**config.mk**
```make
export PLATFORM = sky130hd
export DESIGN_NAME = j_clkdiv_multi_flat
export DESIGN_NICKNAME = d
export VERILOG_FILES = /design/src/rtl/j_clkdiv_multi_pkg.sv /design/src/rtl/j_clkdiv_multi_if.sv /design/src/rtl/j_clkdiv_chan.sv /design/src/rtl/j_clkdiv_multi.sv /design/src/flat_wrapper.sv
export SDC_FILE = /design/constraint.sdc
export NUM_CORES = 1
export LEC_CHECK = 0
export BUFFER_PORTS_ARGS = -buffer_cell sky130_fd_sc_hd__buf_4
export CORE_MARGIN = 8
export CORE_UTILIZATION = 50
export DETAILED_ROUTE_END_ITERATION = 6
export PLACE_DENSITY = 0.7
export SLEW_MARGIN = 20
export SYNTH_ARGS = -nofsm -noshare
export SYNTH_HDL_FRONTEND = slang
export SYNTH_HIERARCHICAL = 1
export SYNTH_SLANG_ARGS = --single-unit
```
**constraint.sdc**
```tcl
create_clock -name sys_clk -period 4.68 [get_ports sys_clk]
set_input_delay 0.468 -clock sys_clk [delete_from_list [all_inputs] [get_ports sys_clk]]
set_output_delay 0.468 -clock sys_clk [all_outputs]
set_load 0.01 [all_outputs]
```
**src/rtl/j_clkdiv_multi_pkg.sv**
```systemverilog
// Shared definitions for the multi-channel programmable clock divider:
// synchroniser depths, the reset divide value and the legacy channel slots.
package j_clkdiv_multi_pkg;

    localparam int SYNC_NONE = 0;
    localparam int SYNC_TWO  = 2;

    // Reload of 1 divides by two, matching the old fixed dividers at power-up.
    localparam int DEFAULT_RESET_DIV = 1;

    localparam int CH_PCLK = 0;
    localparam int CH_VCLK = 1;
    localparam int CH_CHR  = 2;

    // Any depth other than the two supported ones collapses to "no synchroniser".
    function automatic int sync_depth(input int stages);
        return (stages == SYNC_TWO) ? SYNC_TWO : SYNC_NONE;
    endfunction

endpackage

```
**src/rtl/j_clkdiv_multi_if.sv**
```systemverilog
// Host write bus and divider outputs of j_clkdiv_multi, grouped as one interface.
interface j_clkdiv_multi_if #(
    parameter int NCH = 3,
    parameter int W   = 10
);

    logic [NCH-1:0]   wr_en;
    logic [W-1:0]     din;
    logic             din_en;
    logic             din_restart;
    logic [NCH-1:0]   div_pulse;
    logic [NCH-1:0]   div_sq;
    logic [NCH*W-1:0] cnt_q;

    modport master (
        output wr_en, din, din_en, din_restart,
        input  div_pulse, div_sq, cnt_q
    );

    modport slave (
        input  wr_en, din, din_en, din_restart,
        output div_pulse, div_sq, cnt_q
    );

endinterface

```
**src/rtl/j_clkdiv_chan.sv**
```systemverilog
// One divider channel: optional synchroniser, rising-edge detect, reload register,
// down-counter, terminal pulse and square output.
module j_clkdiv_chan
    import j_clkdiv_multi_pkg::*;
#(
    parameter int W           = 10,
    parameter int RESET_DIV   = DEFAULT_RESET_DIV,
    parameter int SYNC_STAGES = SYNC_NONE
) (
    input  logic         sys_clk,
    input  logic         resetl,
    input  logic         clk_in,
    input  logic         wr_en,
    input  logic [W-1:0] din,
    input  logic         din_en,
    input  logic         din_restart,
    output logic         div_pulse,
    output logic         div_sq,
    output logic [W-1:0] cnt
);

    localparam logic [W-1:0] RESET_RELOAD = W'(RESET_DIV);

    logic         src;
    logic         src_q, src_d;
    logic         tick;
    logic [W-1:0] reload_q, reload_d;
    logic         en_q, en_d;
    logic [W-1:0] cnt_q, cnt_d;
    logic         pulse_q, pulse_d;
    logic         sq_q, sq_d;

    // Synchroniser flops reset high so a source already high at release is not an edge.
    generate
        if (sync_depth(SYNC_STAGES) == SYNC_TWO) begin : g_sync
            logic [1:0] sync_q, sync_d;

            always_comb begin
                sync_d = {sync_q[0], clk_in};
            end

            always_ff @(posedge sys_clk or negedge resetl) begin
                if (!resetl) begin
                    sync_q <= '1;
                end else begin
                    sync_q <= sync_d;
                end
            end

            assign src = sync_q[1];
        end else begin : g_nosync
            assign src = clk_in;
        end
    endgenerate

    assign tick = src & ~src_q;

    always_comb begin
        src_d    = src;
        reload_d = reload_q;
        en_d     = en_q;
        cnt_d    = cnt_q;
        pulse_d  = 1'b0;
        sq_d     = sq_q;

        // A restart write drops a coincident tick; a plain write lets the tick use the old reload.
        if (wr_en && din_restart) begin
            cnt_d = din;
            sq_d  = 1'b0;
        end else if (en_q && tick) begin
            if (cnt_q == '0) begin
                cnt_d   = reload_q;
                pulse_d = 1'b1;
            end else begin
                cnt_d = cnt_q - 1'b1;
            end
            sq_d = (cnt_d > (reload_q >> 1));
        end

        if (wr_en) begin
            reload_d = din;
            en_d     = din_en;
        end
    end

    always_ff @(posedge sys_clk or negedge resetl) begin
        if (!resetl) begin
            src_q    <= 1'b1;
            reload_q <= RESET_RELOAD;
            en_q     <= 1'b1;
            cnt_q    <= '0;
            pulse_q  <= 1'b0;
            sq_q     <= 1'b0;
        end else begin
            src_q    <= src_d;
            reload_q <= reload_d;
            en_q     <= en_d;
            cnt_q    <= cnt_d;
            pulse_q  <= pulse_d;
            sq_q     <= sq_d;
        end
    end

    assign div_pulse = pulse_q;
    assign div_sq    = sq_q;
    assign cnt       = cnt_q;

endmodule

```
**src/rtl/j_clkdiv_multi.sv**
```systemverilog
// N-channel programmable clock divider: fans the host write bus out to independent
// channels and packs their counters into one readback vector.
module j_clkdiv_multi
    import j_clkdiv_multi_pkg::*;
#(
    parameter int NCH         = 3,
    parameter int W           = 10,
    parameter int RESET_DIV   = DEFAULT_RESET_DIV,
    parameter int SYNC_STAGES = SYNC_NONE
) (
    input  logic           sys_clk,
    input  logic           resetl,
    input  logic [NCH-1:0] clk_in,
    j_clkdiv_multi_if.slave bus
);

    logic [NCH-1:0]   pulse_w;
    logic [NCH-1:0]   sq_w;
    logic [NCH*W-1:0] cnt_w;

    generate
        for (genvar i = 0; i < NCH; i++) begin : g_chan
            j_clkdiv_chan #(
                .W           (W),
                .RESET_DIV   (RESET_DIV),
                .SYNC_STAGES (SYNC_STAGES)
            ) u_chan (
                .sys_clk     (sys_clk),
                .resetl      (resetl),
                .clk_in      (clk_in[i]),
                .wr_en       (bus.wr_en[i]),
                .din         (bus.din),
                .din_en      (bus.din_en),
                .din_restart (bus.din_restart),
                .div_pulse   (pulse_w[i]),
                .div_sq      (sq_w[i]),
                .cnt         (cnt_w[i*W +: W])
            );
        end
    endgenerate

    assign bus.div_pulse = pulse_w;
    assign bus.div_sq    = sq_w;
    assign bus.cnt_q     = cnt_w;

endmodule

```
**src/flat_wrapper.sv**
```systemverilog
// flat-port wrapper written by rule: the top's interface ports become plain ports
module j_clkdiv_multi_flat import j_clkdiv_multi_pkg::*;
#(
    parameter int NCH         = 3,
    parameter int W           = 10,
    parameter int RESET_DIV   = DEFAULT_RESET_DIV,
    parameter int SYNC_STAGES = SYNC_NONE
)
  (sys_clk, resetl, clk_in, bus_wr_en, bus_din, bus_din_en, bus_din_restart, bus_div_pulse, bus_div_sq, bus_cnt_q);
  j_clkdiv_multi_if #(.NCH(NCH), .W(W)) bus_i ();
  input  logic sys_clk;
  input  logic resetl;
  input  logic [NCH-1:0] clk_in;
  input wire logic [$bits(bus_i.wr_en)-1:0] bus_wr_en;
  input wire logic [$bits(bus_i.din)-1:0] bus_din;
  input wire logic [$bits(bus_i.din_en)-1:0] bus_din_en;
  input wire logic [$bits(bus_i.din_restart)-1:0] bus_din_restart;
  output wire logic [$bits(bus_i.div_pulse)-1:0] bus_div_pulse;
  output wire logic [$bits(bus_i.div_sq)-1:0] bus_div_sq;
  output wire logic [$bits(bus_i.cnt_q)-1:0] bus_cnt_q;
  assign bus_i.wr_en = bus_wr_en;
  assign bus_i.din = bus_din;
  assign bus_i.din_en = bus_din_en;
  assign bus_i.din_restart = bus_din_restart;
  assign bus_div_pulse = bus_i.div_pulse;
  assign bus_div_sq = bus_i.div_sq;
  assign bus_cnt_q = bus_i.cnt_q;
  j_clkdiv_multi #(.NCH(NCH), .W(W), .RESET_DIV(RESET_DIV), .SYNC_STAGES(SYNC_STAGES)) u_core (.sys_clk(sys_clk), .resetl(resetl), .clk_in(clk_in), .bus(bus_i));
endmodule
```
# [Word level (Yosys, flattened, before mapping)]
# Index checks and enable logic that the tools add are counted.
[classes] add_sub_neg=3 magnitude_cmp=3 reduce_logical=12 n_bitwise=6 muxes=30
[op_table] operator="10-bit 2-to-1 mux" count=15
[op_table] operator="10-bit by 9-bit greater-than comparator with 1-bit output" count=3
[op_table] operator="10-bit zero test" count=3
[op_table] operator="10-bit by 1-bit subtractor with 10-bit output (second input constant)" count=3
[op_table] operator="1-bit 2-to-1 mux" count=15
[op_table] operator="1-bit logical AND" count=6
[op_table] operator="2-bit nonzero test" count=3
[op_table] operator="1-bit AND" count=3
[op_table] operator="1-bit inverter" count=3
[word_totals] wordCells=72 out_inout_bits=36 regBits=72

# [Longest topological paths before layout]
[depth] word_depth=8 depth_mapped=13 ltp_nobuf=12

# [Hierarchy]
# The synthesis kept the hierarchy.
[modules_own_cells] module="j_clkdiv_chan" cells_each=183 area_per_inst_um2=1552.7 n_inst=3 seq_area_each_um2=604.3

# [Least setup slack after synthesis]
# No wires, ideal clock.
[synth_path] path_type="register to register" start="register u_core.g_chan[0].u_chan.cnt_q[3]" end="register u_core.g_chan[0].u_chan.sq_q" setup_slack_ns=1.947 synth_period_minus_slack_ns=2.733 path_stages_with_launch=12 setup_time_ns=0.133 arrival_ns=2.600 path_cell_list="dfrtp_1 or4_4 or3_1 buf_6 nor2_1 a21oi_2 ha_1 nor2b_1 o2111ai_1 a31oi_1 o221ai_1 nand3_1"
[synth_between] elab_chain_len=7 word_cells_on_any_way=8 classes_between="add/sub (1); order compare (1); mux (5); reduce/logical (1)"
[synth_rtl] item="start, declared" line="j_clkdiv_chan.sv:29" text="logic [W-1:0] cnt_q, cnt_d;"
[synth_rtl] item="start signal, assigned" line="j_clkdiv_chan.sv:98" text="cnt_q <= cnt_d;"
[synth_rtl] item="10-bit by 1-bit subtractor with 10-bit output or 10-bit zero test (tied branches)" line="j_clkdiv_chan.sv:75, j_clkdiv_chan.sv:71"
[synth_rtl] item="10-bit 2-to-1 mux *" line="j_clkdiv_chan.sv:71" text="if (cnt_q == '0) begin"
[synth_rtl] item="10-bit 2-to-1 mux *" line="j_clkdiv_chan.sv:70" text="end else if (en_q && tick) begin"
[synth_rtl] item="10-bit 2-to-1 mux *" line="j_clkdiv_chan.sv:67" text="if (wr_en && din_restart) begin"
[synth_rtl] item="10-bit by 9-bit greater-than comparator with 1-bit output *" line="j_clkdiv_chan.sv:77" text="sq_d = (cnt_d > (reload_q >> 1));"
[synth_rtl] item="1-bit 2-to-1 mux *" line="j_clkdiv_chan.sv:70"
[synth_rtl] item="1-bit 2-to-1 mux *" line="j_clkdiv_chan.sv:67"
[synth_rtl] item="end signal, assigned" line="j_clkdiv_chan.sv:100" text="sq_q <= sq_d;"
[synth_rtl] item="end, declared" line="j_clkdiv_chan.sv:31" text="logic sq_q, sq_d;"
# Mark *: on every way between the ends. The rest lies on a longest branch, timed or not. The select of a mux whose other input is x is not followed.
# A chain may end at the register's enable or synchronous reset.

# [Worst setup path after layout]
[layout_path] start="register u_core.g_chan[2].u_chan.cnt_q[0]" end="register u_core.g_chan[2].u_chan.sq_q"
[layout_between] elab_chain_len=7 word_cells_on_any_way=8 classes_between="add/sub (1); order compare (1); mux (5); reduce/logical (1)"
[layout_rtl] item="start, declared" line="j_clkdiv_chan.sv:29"
[layout_rtl] item="start signal, assigned" line="j_clkdiv_chan.sv:98"
[layout_rtl] item="10-bit by 1-bit subtractor with 10-bit output or 10-bit zero test (tied branches)" line="j_clkdiv_chan.sv:75, j_clkdiv_chan.sv:71"
[layout_rtl] item="10-bit 2-to-1 mux *" line="j_clkdiv_chan.sv:71"
[layout_rtl] item="10-bit 2-to-1 mux *" line="j_clkdiv_chan.sv:70"
[layout_rtl] item="10-bit 2-to-1 mux *" line="j_clkdiv_chan.sv:67"
[layout_rtl] item="10-bit by 9-bit greater-than comparator with 1-bit output *" line="j_clkdiv_chan.sv:77"
[layout_rtl] item="1-bit 2-to-1 mux *" line="j_clkdiv_chan.sv:70"
[layout_rtl] item="1-bit 2-to-1 mux *" line="j_clkdiv_chan.sv:67"
[layout_rtl] item="end signal, assigned" line="j_clkdiv_chan.sv:100"
[layout_rtl] item="end, declared" line="j_clkdiv_chan.sv:31"
# Marks and branches as above.

==> results by stage <==
Layout:
- Leaving out fill and tap cells, the most frequent cell in the layout is sky130_fd_sc_hd__nand2_1.
- The number of diodes is 0.
- Measured on the finished design, the core utilization comes to 0.580.
- In the final layout, the share of cells above drive strength 1 is 0.178.
- The library cells used most frequently in the layout, excluding fill and tap cells, are 87 x sky130_fd_sc_hd__nand2_1, 78 x sky130_fd_sc_hd__o21ai_0, 63 x sky130_fd_sc_hd__dfrtp_1, 55 x sky130_fd_sc_hd__buf_4, 45 x sky130_fd_sc_hd__inv_1.
- Relative to the synthesized area, the layout overhead comes to 13.9%.
- The area taken by multi-input logic gates is between 2000 and 3000 um^2.
- The area taken by flip-flops and latches is 1810 um^2.
- The post-route non-filler standard cell count is 707.
- After filler insertion, the fill cell instance count of the layout stands at ~820.
- The number of nets at the end of the flow is 641.

Hold path:
- The path class of the tightest hold or removal check is in2reg.
- The number of cells traversed by the worst hold path is 1.
- The path with the worst hold slack has its endpoint at u_core/g_chan[1].u_chan/src_q$_DFF_PN1_.
- The start point of the worst min-delay path is clk_in[1].

Synthesis:
- The number of enable flip-flop cells after synthesis is 0.
- The share of flip-flops with an asynchronous set or reset after synthesis is 1.00.
- The count of yosys warnings during synthesis is 6.
- The number of nets handed over by synthesis was roughly 600.
- Synthesis inferred 72 register bits.
- Of the post-synthesis cell area, the dominant cell type holds 0.338.
- The post-synthesis instance area is roughly 4700 um^2.
- The leading area contributor after synthesis is sky130_fd_sc_hd__dfrtp_1.
- In this run the mean area of a mapped cell was 8.48 um^2.
- The cell count after synthesis is roughly 550.
- The number of distinct library cells after synthesis is 42.
- After synthesis, the cell types taking the most area are sky130_fd_sc_hd__dfrtp_1 34%, sky130_fd_sc_hd__o21ai_0 8.4%, sky130_fd_sc_hd__ha_1 8.1%.
- Among all flip-flop cells after synthesis, the most frequent one is sky130_fd_sc_hd__dfrtp_1.
- The share of the Yosys chip area taken by registers is 0.389.

Clocking:
- The clock tree from TritonCTS is built.
- CTS built an H-tree with a depth of 3.
- The number of buffers on the longest clock path is 2.
- The buffer count from post-CTS setup fixing is 0.
- The quantity of gates resized following cts is 0.
- In this run, post-CTS hold repair placed 0 buffers.
- Clock-pin slew was measured on the worst setup and hold paths at approximately 0.080 ns.
- The buffer type at the clock tree root is sky130_fd_sc_hd__clkbuf_8.
- The clock net in this run drives a total of between 70 and 80 sinks.
- Clock latency on the worst-skew pair, taken at its later pin, is 0.36 ns.
- The total CTS buffers is 9.

Placed design:
- The placer congestion estimate is around 0.94.
- Including well taps, the total number of placed cells is roughly 700.
- Port buffering added between 50 and 60 buffers.
- Detailed placement ended at an HPWL of 10000 um.
- Timing analysis after detailed placement gives a worst setup slack of 1.72 ns.

Worst setup path:
- The worst setup path is launched from a flop.
- Of all nets on the critical path, the largest fanout is 11.
- The cell with the largest stage delay on the worst path is sky130_fd_sc_hd__or3_1.
- The critical register-to-register path startpoint is u_core/g_chan[2].u_chan/cnt[0]$_DFFE_PN0P_.
- The required time at the worst-slack endpoint is 4.90 ns.
- The nature of the critical path endpoint is a flop.
- For the worst flop-to-flop path, the logic depth is 12.
- On the worst path, the slowest cell contributes a delay of ~0.56 ns.
- The signal on the critical path passes through inv_1, ha_1, inv_1, or3_1, nor2_1, a21oi_2, ha_1, nor2b_1, o2111ai_1, a31oi_1, o221ai_1, nand3_1.
- The setup slack of the worst register-to-register path is 1.66 ns.
- The critical path in this run is classified as reg2reg.
- STA puts the critical path data arrival time at about 3.2 ns.
- The critical register-to-register path endpoint is u_core/g_chan[2].u_chan/div_sq$_DFFE_PN0P_.

Timing:
- The worst-case setup margin in the final layout is roughly 1.7 ns.
- For the finished layout, the period the worst path requires is around 3.0 ns.
- The count of endpoints failing hold in the final timing report is 0.
- The maximum clock skew at final layout is between 0.01 and 0.015 ns.
- The tightest slew margin relative to the limit is 0.370.
- Summed over all failing endpoints, the final setup total negative slack is 0 ns.
- Setup violations remaining at the end of the flow were counted as 0.
- Setup repair after global routing left no endpoint under its margin.
- In the finished design, the share of the clock period the worst path needs comes to 0.644.
- At the pin with the least slew margin, the transition time is roughly 0.94 ns.
- The count of final max-slew check failures is 0.
- The highest achievable clock rate is between 300 and 400 MHz.

Routing:
- In the routed design, unresolved DRC markers number 0.
- The vias after detailed routing is about 4400.
- The initial DRC count is ~390.
- For this block, the routed nets add up to ~14000 um of wire.
- The final antenna-violating net count is 0.
- Using the TritonRoute via totals, the vias-per-cell ratio works out to 6.20.
- In the final routed layout, each cell accounts on average for approximately 19 um.
- The pre-antenna-repair detailed-routing pass consisted of 5 iterations.

GRT:
- The wire length of the first global-routing pass is about 22000 um.
- The via count of the first global-routing pass is about 4300.
- The sum of overflow across all layers after global routing is 0.
- The number of antenna violations at the first check in global routing is 0.
- In the global route stage, overall resource usage came out at 0.217.
- Entering global routing, the biggest net connects 73 pins.

Pwr:
- The reported leakage power is 0.00242 uW.
- Across the VDD grid, the largest voltage drop is 239 uV.
- After layout, the design draws a total of approximately 2100 uW.
- Dividing total power by cell area gives a power density of roughly 400 nW/um^2.

Run:
- The tool flagged a number of max-cap violations equal to 0.

Floorplanning:
- 56 I/O pins were placed.
- The number of rows created at floorplan is 35.
- The horizontal die dimension is 113 um.
- The initial utilization of the core area, before any placement, comes to 0.509.
- The die is 113 um tall.
- The core area is slightly above 9000 um^2.
- The die covers between 10000 and 15000 um^2.

Run status:
- The run finished with clean final reports.
==> worst max-delay path: cells and delay by family, from the launching register on <==
family | cells | cell delay (ns)
buffers and inverters | 2 | 0.26
adders and majority gates | 2 | 0.66
DFF | 1 | 0.42
AOI/OAI and AO/OA | 4 | 0.55
and+or+nand+nor | 4 | 0.99
==> kinds of logic after synthesis <==
kind of cell             Yosys count  share of synthesized area
flip-flops                        72                      0.389
buffers and inverters             69                     0.0661
multiplexers                       6                     0.0145
XOR/XNOR                           3                    0.00564
adder cells (fa/ha/maj)           30                     0.0806
AND/OR/NAND/NOR                  192                      0.201
AO/OA/AOI/OAI                    177                      0.243
==> Yosys cell counts, types with 6 or more instances <==
library cell,number
sky130_fd_sc_hd__nand2_1,87
sky130_fd_sc_hd__o21ai_0,78
sky130_fd_sc_hd__dfrtp_1,63
sky130_fd_sc_hd__inv_1,45
sky130_fd_sc_hd__nor2_1,39
sky130_fd_sc_hd__ha_1,30
sky130_fd_sc_hd__clkbuf_1,15
sky130_fd_sc_hd__a31oi_1,12
sky130_fd_sc_hd__nand3_1,12
sky130_fd_sc_hd__o211ai_1,12
sky130_fd_sc_hd__o311ai_0,12
sky130_fd_sc_hd__a21o_1,9
sky130_fd_sc_hd__a21oi_1,9
sky130_fd_sc_hd__dfstp_2,9
sky130_fd_sc_hd__o31ai_1,9
sky130_fd_sc_hd__a21oi_2,6
sky130_fd_sc_hd__a41oi_1,6
sky130_fd_sc_hd__buf_6,6
sky130_fd_sc_hd__mux2_2,6
sky130_fd_sc_hd__nand4_1,6
sky130_fd_sc_hd__nor3_1,6
sky130_fd_sc_hd__o21a_1,6
sky130_fd_sc_hd__or3_1,6
sky130_fd_sc_hd__or4_4,6
==> layout make-up <==
class / instances / share of cell area
clock buffers: 10 / 0.0241
flip-flops and latches: 72 / 0.342
repair buffers: 55 / 0.0778
inverters: 45 / 0.0318
well taps: 111 / 0.0262
clock inverters: 6 / 0.0203
multi-input cells: 408 / 0.478
==> how the worst max path moves through the flow <==
stage | start | end | slack [ns] | depth (start not counted)
detailed placement | u_core/g_chan[2].u_chan/cnt[3]$_DFFE_PN0P_ | u_core/g_chan[2].u_chan/div_sq$_DFFE_PN0P_ | 1.72 | 10
finish | u_core/g_chan[2].u_chan/cnt[0]$_DFFE_PN0P_ | u_core/g_chan[2].u_chan/div_sq$_DFFE_PN0P_ | 1.66 | 12
global placement | u_core/g_chan[2].u_chan/cnt[0]$_DFFE_PN0P_ | u_core/g_chan[2].u_chan/div_sq$_DFFE_PN0P_ | 1.80 | 12
floorplan | u_core/g_chan[0].u_chan/cnt[3]$_DFFE_PN0P_ | u_core/g_chan[0].u_chan/div_sq$_DFFE_PN0P_ | 1.95 | 11
global route | u_core/g_chan[2].u_chan/cnt[0]$_DFFE_PN0P_ | u_core/g_chan[2].u_chan/div_sq$_DFFE_PN0P_ | 1.41 | 12
CTS | u_core/g_chan[2].u_chan/cnt[3]$_DFFE_PN0P_ | u_core/g_chan[2].u_chan/div_sq$_DFFE_PN0P_ | 1.69 | 10
==> per-stage QoR <==
stage                     cell area [um^2]  hold slack, ns
after floorplan                       4660           0.172
after global placement                5070           0.548
after detailed placement              5070           0.547
after CTS                             5310           0.228
after global routing                  5310           0.220
final                                 5310           0.235
==> power by group <==
part	total (uW)	switching (uW)	leakage, uW	internal [uW]
clock	607	254	0.000116	353
combinational	683	392	0.00144	291
sequential	811	107	0.000863	704
==> flip-flops by register name (all words and copies together) (netlist names) <==
name	cells
u_core/g_chan.u_chan/cnt	30
u_core/g_chan.u_chan/en_q	3
u_core/g_chan.u_chan/reload_q	30
u_core/g_chan.u_chan/div_sq	3
u_core/g_chan.u_chan/div_pulse	3
u_core/g_chan.u_chan/src_q	3
==> metal layers <==
metal	global-route usage	vias up	part of all wire
li1	-	2057	-
met1	0.287	2111	0.46
met2	0.344	192	0.46
met3	0.0488	24	0.071
met4	0.0728	0	0.016
met5	0	-	0
Note: power is estimated with default switching activity, not from simulation.
